**src/rtl/memory_mux_pkg.sv**
```systemverilog
// Select codes shared by the memory mux and everything that drives its select.
package memory_mux_pkg;

    localparam logic [2:0] MUX_TRAVERSAL = 3'd0;
    localparam logic [2:0] MUX_EXECUTE   = 3'd1;
    localparam logic [2:0] MUX_CELL      = 3'd2;
    localparam logic [2:0] MUX_INCR      = 3'd3;
    localparam logic [2:0] MUX_EQUAL     = 3'd4;
    localparam logic [2:0] MUX_EDIT      = 3'd5;
    // Code 7 parks the mux on its default input, which holds execute low.
    localparam logic [2:0] MUX_IDLE      = 3'd7;

endpackage

```
**src/rtl/memory_arbiter_pkg.sv**
```systemverilog
// State encodings and small helpers for the six-client memory arbiter.
package memory_arbiter_pkg;
    import memory_mux_pkg::*;

    localparam int NUM_CLIENTS = 6;

    typedef enum logic [1:0] {
        ST_IDLE  = 2'd0,
        ST_OWN   = 2'd1,
        ST_DRAIN = 2'd2
    } arb_state_e;

    function automatic logic [5:0] onehot6(input logic [2:0] idx);
        logic [5:0] v;
        v = '0;
        if (idx < 3'd6) v[idx] = 1'b1;
        return v;
    endfunction

    function automatic logic [2:0] owner_sel(input logic [2:0] idx);
        logic [2:0] code;
        case (idx)
            3'd0:    code = MUX_TRAVERSAL;
            3'd1:    code = MUX_EXECUTE;
            3'd2:    code = MUX_CELL;
            3'd3:    code = MUX_INCR;
            3'd4:    code = MUX_EQUAL;
            3'd5:    code = MUX_EDIT;
            default: code = MUX_IDLE;
        endcase
        return code;
    endfunction

endpackage

```
**src/rtl/memory_arbiter_rr_pick6.sv**
```systemverilog
// Round-robin picker: first set request searching upward from last+1, wrapping after bit 5.
module rr_pick6 (
    input  logic [5:0] req,
    input  logic [2:0] last,
    output logic       valid,
    output logic [2:0] index
);
    logic [2:0] start;
    logic [3:0] cand;

    always_comb begin
        start = (last >= 3'd5) ? 3'd0 : last + 3'd1;
        valid = 1'b0;
        index = 3'd0;
        cand  = 4'd0;
        // Walk from farthest to nearest so the nearest hit is the one that sticks.
        for (int k = 5; k >= 0; k--) begin
            cand = {1'b0, start} + 4'(k);
            if (cand >= 4'd6) cand = cand - 4'd6;
            if (req[cand[2:0]]) begin
                valid = 1'b1;
                index = cand[2:0];
            end
        end
    end

endmodule

```
**src/rtl/memory_arbiter.sv**
```systemverilog
// Six-client round-robin memory arbiter with drain wait and sticky hold timeout.
module memory_arbiter
    import memory_mux_pkg::*;
    import memory_arbiter_pkg::*;
#(
    parameter int MAX_HOLD = 1024,
    parameter int HOLD_W   = 16
) (
    input  logic       clk,
    input  logic       rst,
    input  logic [5:0] req,
    input  logic       mem_ready,
    output logic [2:0] sel,
    output logic [5:0] grant,
    output logic       busy,
    output logic       timeout
);
    localparam logic [HOLD_W-1:0] HOLD_MAX = HOLD_W'(MAX_HOLD);

    arb_state_e        state_q;
    logic [2:0]        owner_q;
    logic [2:0]        last_q;
    logic [HOLD_W-1:0] hold_q;
    logic [HOLD_W-1:0] hold_d;
    logic              timeout_q;
    logic              armed_q;
    logic [2:0]        sel_q;
    logic [5:0]        grant_q;
    logic              busy_q;
    logic              pick_valid;
    logic [2:0]        pick_idx;

    rr_pick6 u_pick (
        .req   (req),
        .last  (last_q),
        .valid (pick_valid),
        .index (pick_idx)
    );

    assign hold_d = (hold_q == HOLD_MAX) ? hold_q : hold_q + 1'b1;

    // armed_q holds off arbitration for the first edge after reset release.
    always_ff @(posedge clk or negedge rst) begin
        if (!rst) begin
            state_q   <= ST_IDLE;
            owner_q   <= 3'd0;
            last_q    <= 3'd5;
            hold_q    <= '0;
            timeout_q <= 1'b0;
            armed_q   <= 1'b0;
            sel_q     <= MUX_IDLE;
            grant_q   <= 6'd0;
            busy_q    <= 1'b0;
        end else begin
            armed_q <= 1'b1;
            case (state_q)
                ST_IDLE: begin
                    if (armed_q && pick_valid) begin
                        state_q <= ST_OWN;
                        owner_q <= pick_idx;
                        last_q  <= pick_idx;
                        hold_q  <= '0;
                        sel_q   <= owner_sel(pick_idx);
                        grant_q <= onehot6(pick_idx);
                        busy_q  <= 1'b1;
                    end
                end
                ST_OWN: begin
                    hold_q <= hold_d;
                    if (hold_d == HOLD_MAX) timeout_q <= 1'b1;
                    if (!req[owner_q]) begin
                        grant_q <= 6'd0;
                        if (mem_ready) begin
                            state_q <= ST_IDLE;
                            sel_q   <= MUX_IDLE;
                            busy_q  <= 1'b0;
                        end else begin
                            state_q <= ST_DRAIN;
                        end
                    end
                end
                ST_DRAIN: begin
                    if (mem_ready) begin
                        state_q <= ST_IDLE;
                        sel_q   <= MUX_IDLE;
                        busy_q  <= 1'b0;
                    end
                end
                default: begin
                    state_q <= ST_IDLE;
                    sel_q   <= MUX_IDLE;
                    grant_q <= 6'd0;
                    busy_q  <= 1'b0;
                end
            endcase
        end
    end

    assign sel     = sel_q;
    assign grant   = grant_q;
    assign busy    = busy_q;
    assign timeout = timeout_q;

endmodule

```
**config.mk**
```make
export PLATFORM = sky130hd
export DESIGN_NAME = memory_arbiter
export DESIGN_NICKNAME = d
export VERILOG_FILES = /design/src/rtl/memory_mux_pkg.sv /design/src/rtl/memory_arbiter_pkg.sv /design/src/rtl/memory_arbiter_rr_pick6.sv /design/src/rtl/memory_arbiter.sv
export SDC_FILE = /design/constraint.sdc
export NUM_CORES = 1
export LEC_CHECK = 0
export CAP_MARGIN = 20
export CORE_UTILIZATION = 45
export DETAILED_ROUTE_END_ITERATION = 12
export HOLD_SLACK_MARGIN = 0.15
export PLACE_DENSITY = 0.6
export SETUP_SLACK_MARGIN = 0.5
export SLEW_MARGIN = 30
export SYNTH_ARGS = -nofsm -noshare
export SYNTH_HDL_FRONTEND = slang
export SYNTH_SLANG_ARGS = --single-unit
```
**constraint.sdc**
```tcl
create_clock -name clk -period 10.1 [get_ports clk]
set_input_delay 2.525 -clock clk [delete_from_list [all_inputs] [get_ports clk]]
set_output_delay 2.525 -clock clk [all_outputs]
set_load 0.005 [all_outputs]
```
# Word-level counts from Yosys, hierarchy flattened

Index checks and enable logic that the tools add are counted.

Add/subtract/negate cells: 13
Multiplexer cells: 56
Reduce and logical (&&, ||, !) cells: 11
Equality and inequality tests: 12
Bitwise operators: 1
Order comparisons: 17

Operators by type and width:

| cell                                                                                 | count |
|---|---|
| 3-bit two-way mux                                                                    | 16 |
| 16-bit by 11-bit == test with 1-bit output (second input constant)                   | 2 |
| 3-bit by 4-bit < comparator with 1-bit output (second input constant)                | 8 |
| 16-bit two-way mux                                                                   | 2 |
| 16-bit case mux with 2 select lines                                                  | 1 |
| 1-bit binary-select mux with 3-bit select                                            | 7 |
| 4-bit by 3-bit greater-or-equal comparator with 1-bit output (second input constant) | 5 |
| 6-bit two-way mux                                                                    | 3 |
| 3-bit case mux with 6 select lines                                                   | 1 |
| 6-bit case mux with 3 select lines                                                   | 1 |
| 3-bit subtractor (second input constant)                                             | 6 |
| 1-bit two-way mux                                                                    | 17 |
| 16-bit by 1-bit adder with 16-bit output (second input constant)                     | 1 |
| 3-bit case mux with 3 select lines                                                   | 1 |
| 3-bit by 2-bit adder with 4-bit output (second input constant)                       | 2 |
| 3-bit by 3-bit adder with 4-bit output (second input constant)                       | 2 |
| 2-bit two-way mux                                                                    | 4 |
| 2-bit AND reduction                                                                  | 4 |
| 3-bit by 2-bit == test with 1-bit output (second input constant)                     | 2 |
| 3-bit == test (second input constant)                                                | 2 |
| 3-bit greater-or-equal comparator (second input constant)                            | 2 |
| 2-bit inequality test (second input constant)                                        | 3 |
| 2-bit case mux with 3 select lines                                                   | 1 |
| 3-bit AND reduction                                                                  | 2 |
| other kinds (14)                                                                     | 15 |

Logic and storage cells: 119
Input port bits: 9
Register bits after elaboration: 36
Output and inout bits: 11

# Longest topological paths before layout

Depth after elaboration: 20
Gate-level depth with buffers: 20
Depth with buffers taken out: 15

# By module

Synthesis repeated with hierarchy kept, for this count alone.

Cell total of the unflattened synthesis: 376
Area total of the unflattened synthesis: 3214.3 um^2

Modules (own cells, without submodules):

| module         | instances | cells an instance | area an instance (um^2) |
|---|---|---|---|
| memory_arbiter | 1         | 220               | 2085.8 |
| rr_pick6       | 1         | 156               | 1128.6 |

# Worst setup path before layout

No wires, ideal clock.

Path kind: in2reg
Start point: input port req[5]
End point: register hold_q[3]
Stages on the path: 9
Buffers on the path: 2
Setup slack: 5314 ps
Library setup time: 101 ps
Data arrival time: 4686 ps
Cells stage by stage: mux4_2 > and2_1 > or4b_1 > clkbuf_1 > or2_1 > o22ai_4 > buf_6 > nor3_1 > nor4_1

Word-level cells in the longest chain between the ends: 11

RTL lines:

| element                                   | RTL line                      | RTL |
|---|---|---|
| start, declared                           | memory_arbiter.sv:11          | `input logic [5:0] req,` |
| 1-bit binary-select mux with 3-bit select | memory_arbiter_rr_pick6.sv:20 | `if (req[cand[2:0]]) begin` |
| 1-bit two-way mux (not written as such)   | memory_arbiter_rr_pick6.sv:20 |  |
| 1-bit two-way mux (5 in a row)            | memory_arbiter_rr_pick6.sv:20 |  |
| 1-bit two-way mux *                       | memory_arbiter_rr_pick6.sv:20 |  |
| 1-bit logical AND *                       | memory_arbiter.sv:58          | `if (armed_q && pick_valid) begin` |
| 2-bit inequality test (no source line) *  | --                            |  |
| 2-bit AND reduction (no source line) *    | --                            |  |
| end signal, assigned                      | memory_arbiter.sv:69          | `hold_q <= hold_d;` |
| end, declared                             | memory_arbiter.sv:23          | `logic [HOLD_W-1:0] hold_q;` |

Every way passes the cells marked *; elsewhere a longest branch is shown, timed or not. The select of a mux whose other input is x is not followed.
A chain may end at the register's enable or synchronous reset.

# Worst setup path in the final report

Start point: input port req[0]
End point: register hold_q[8]

Same word-level chain as after synthesis.

==> summary.md <==
| Metric | Value |
|---|---|
| Worst slew pin tran | `0.857 ns` |
| Crit path max-delay cell type | `or4b_1` |
| Buffers on Ports | `19` |
| Top-area cell type share of the netlist area | `0.229` |
| Vias per cell | `6.20` |
| Total Routed Length | `8.52 mm` |
| Pins Over Slew Limit | `0` |
| Critical-path cell list | `clkdlybuf4s50_1 > o211ai_1 > nand2_1 > o31ai_1 > nand3_1 > or4b_1 > or2_1 > o22ai_4 > nor3_1 > nor4_1` |
| Slew margin rel. | `0.425` |
| CTS sink count | `35` |
| Ant. Diodes | `0` |
| CP startpoint kind | `primary input` |
| Area after DPL | `0.00348 sq mm` |
| Post CTS Setup Buffer Count | `0` |
| Net Count, Synth | `422` |
| Mean post-synth cell area | `8.24 sq um` |
| GRT Residual Overflow | `0` |
| Max-cap violations | `0` |
| Hold depth | `2` |
| Std-Cell Rows | `30` |
| Initial Util | `0.475` |
| Final instance area | `0.00356 sq mm` |
| Cell count along the critical path | `10` |
| TritonCTS clock tree | `built` |
| I/O pins | `20` |
| Total CTS buffers | `5` |
| Worst Setup SP | `req[0]` |
| Buf+Inv Stages, Crit Path | `1` |
| Min-Delay Path Class | `reg2reg` |
| Resized Gates After CTS | `0` |
| Iteration-0 DRC Markers | `212` |
| First-pass iteration count of the detailed router | `4` |
| Main synth FF type | `dfrtp_1` |
| Tcrit/Tclk final | `0.568` |
| Core Box Area | `0.00691 sq mm` |
| GP Congestion | `0.960` |
| RSZ-0062 raised after global routing | `no` |
| Die Wd | `87.4 um` |
| Number of flops mapped to enable cells by yosys | `0` |
| Placed Cells | `491` |
| First-pass GRT wire length | `14.2 mm` |
| Post-DP HPWL | `6.15 mm` |
| Hold path startpoint | `sel[1]$_DFFE_PN1P_` |
| Drt wl/cell | `17.1 um` |
| Register area share after synthesis | `0.269` |
| Setup crit end kind | `flip-flop` |
| WP data arrival | `5.92 ns` |
| Area of the mapped netlist | `0.00328 sq mm` |
| Mapped Cells | `398` |
| Distinct cells, synth | `73` |
| CP delay by family, top | `simple AND/OR/NAND/NOR gates` |
| Root buffer cell | `clkbuf_8` |
| Max FO, Critical Path | `28` |
| Drt drc | `0` |
| Most frequent cell after synthesis | `dfrtp_1` |
| Layout cells sized above 1 | `0.0918` |
| Hold Vio Cnt, Final | `0` |
| Post-synth top area cell | `dfrtp_1` |
| Asr flop ratio synth | `1.00` |
| Synth warn | `0` |
| Initial antenna violation count | `0` |
| Yosys reg bits | `35` |
| Worst-Skew Late Latency | `0.29 ns` |
| Outcome | `complete, no violations` |
| Min Tclk post-route | `5.73 ns` |
| Vias in the first global route | `2,841` |
| Synth area leaders | `dfrtp_1, ha_1, dfstp_2, nand2_1, nor2_1` |
| H-tree depth | `2` |
| DR vias | `3,096` |
| Largest net degree at the start of global routing | `36` |
| Worst path max stage delay | `0.63 ns` |
| Setup violators final | `0` |
| CTS max path bufs | `2` |
| Critical path required time | `10.29 ns` |
| DIE AREA | `0.00764 sq mm` |
| Hold-fix buffers, CTS | `0` |
| Worst-case reg-to-reg path depth | `15` |
| Crit Path Category | `in2reg` |
| Final std cells w/o fill | `499` |
| Total GRT Usage | `0.236` |
| Fin nets | `426` |
| Synth-to-layout area growth | `8.66%` |
| Skew final | `0.00501 ns` |
| Setup TNS | `0 ns` |
| Worst-path clk slew | `0.08 ns` |
| Max Fclk | `174 MHz` |
| RR Startpoint | `owner_q[1]$_DFFE_PN0P_` |
| Final ANT Viol Nets | `0` |
| Die H | `87.4 um` |
| Commonest cells post-synth | `dfrtp_1, nand2_1, nor2_1` |
final cells by class:
type                       count  area, sq um
fill                         687         3340
inverter                      24         92.6
clock inverter                 1         5.00
clock buffer                   7         76.3
sequential                    35          882
tap                           96          120
multi-input combinational    317         2200
timing repair buffer          19          185
sequential cells by signal, indices dropped and copies added (netlist names):
name	flops
hold_q	16
grant	6
owner_q	3
sel	3
last_q	2
state_q	2
armed_q	1
busy	1
timeout	1
tightest hold or removal path: stages (launching register included):
cell,delay (ns)
dfstp_2,0.37
inv_1,0.04
a21oi_1,0.05
worst paths after layout:
| check | end | slack (ns) |
|---|---|---|
| worst min register to register | sel[1]$_DFFE_PN1P_ | 0.46 |
| worst max register to register | hold_q[8]$_DFFE_PN0P_ | 4.50 |
| max in group asynchronous | hold_q[0]$_DFFE_PN0P_ | 7.26 |
| worst min-delay path | sel[1]$_DFFE_PN1P_ | 0.46 |
| worst max-delay path | hold_q[8]$_DFFE_PN0P_ | 4.37 |
| min in group asynchronous | grant[5]$_DFFE_PN0P_ | 2.32 |
stage by stage:
stage | hold slack (ns) | worst slack (ns) | utilization
2_1_floorplan | 0.451 | 5.31 | -
3_5_place_dp | 0.451 | 4.09 | 0.504
4_1_cts | 0.469 | 4.40 | 0.516
6_report | 0.462 | 4.37 | 0.516
5_1_grt | 0.504 | 3.96 | 0.516
3_3_place_gp | 0.451 | 4.20 | 0.504
cell usage in the layout (no fill, tap or decap), types with 6 or more instances in the layout:
master and instances:
nand2b_1 11, nor2_1 27, clkdlybuf4s50_1 18, mux2i_1 8
a21oi_1 18, a211o_1 6, ha_1 14, nor3_1 16
dfrtp_1 30, nor4_1 12, a31oi_1 6, o21ai_0 15
nand3_1 12, mux2_2 7, o22ai_1 8, nand2_1 29
and3_1 8, nand4_1 6, inv_1 23, a211oi_1 9
o21a_1 6, o211ai_1 12, or3_1 6
cell families (layout without fill, tap and decap cells):
| logic type | count (synthesis) | after routing | synth area share |
|---|---|---|---|
| AND/OR/NAND/NOR | 149 | 149 | 0.239 |
| AO/OA/AOI/OAI | 128 | 128 | 0.293 |
| buffers and inverters | 46 | 51 | 0.0603 |
| flip-flops | 35 | 35 | 0.269 |
| multiplexers | 17 | 17 | 0.0622 |
| adder cells (fa/ha/maj) | 15 | 15 | 0.0572 |
| XOR/XNOR | 7 | 7 | 0.0187 |
| other | 1 | 1 | 0.00114 |
layer usage:
layer / track usage / wire length (um) / up-vias
met4: 0.0849 / 193 / 0
met5: 0 / 0 / -
met3: 0.0265 / 352 / 18
li1: - / - / 1518
met1: 0.332 / 3900 / 1469
met2: 0.374 / 4080 / 91
Power is left out: the tool's default activity adds up to more than one toggle a clock period on the data nets, which glitch-free logic cannot reach.
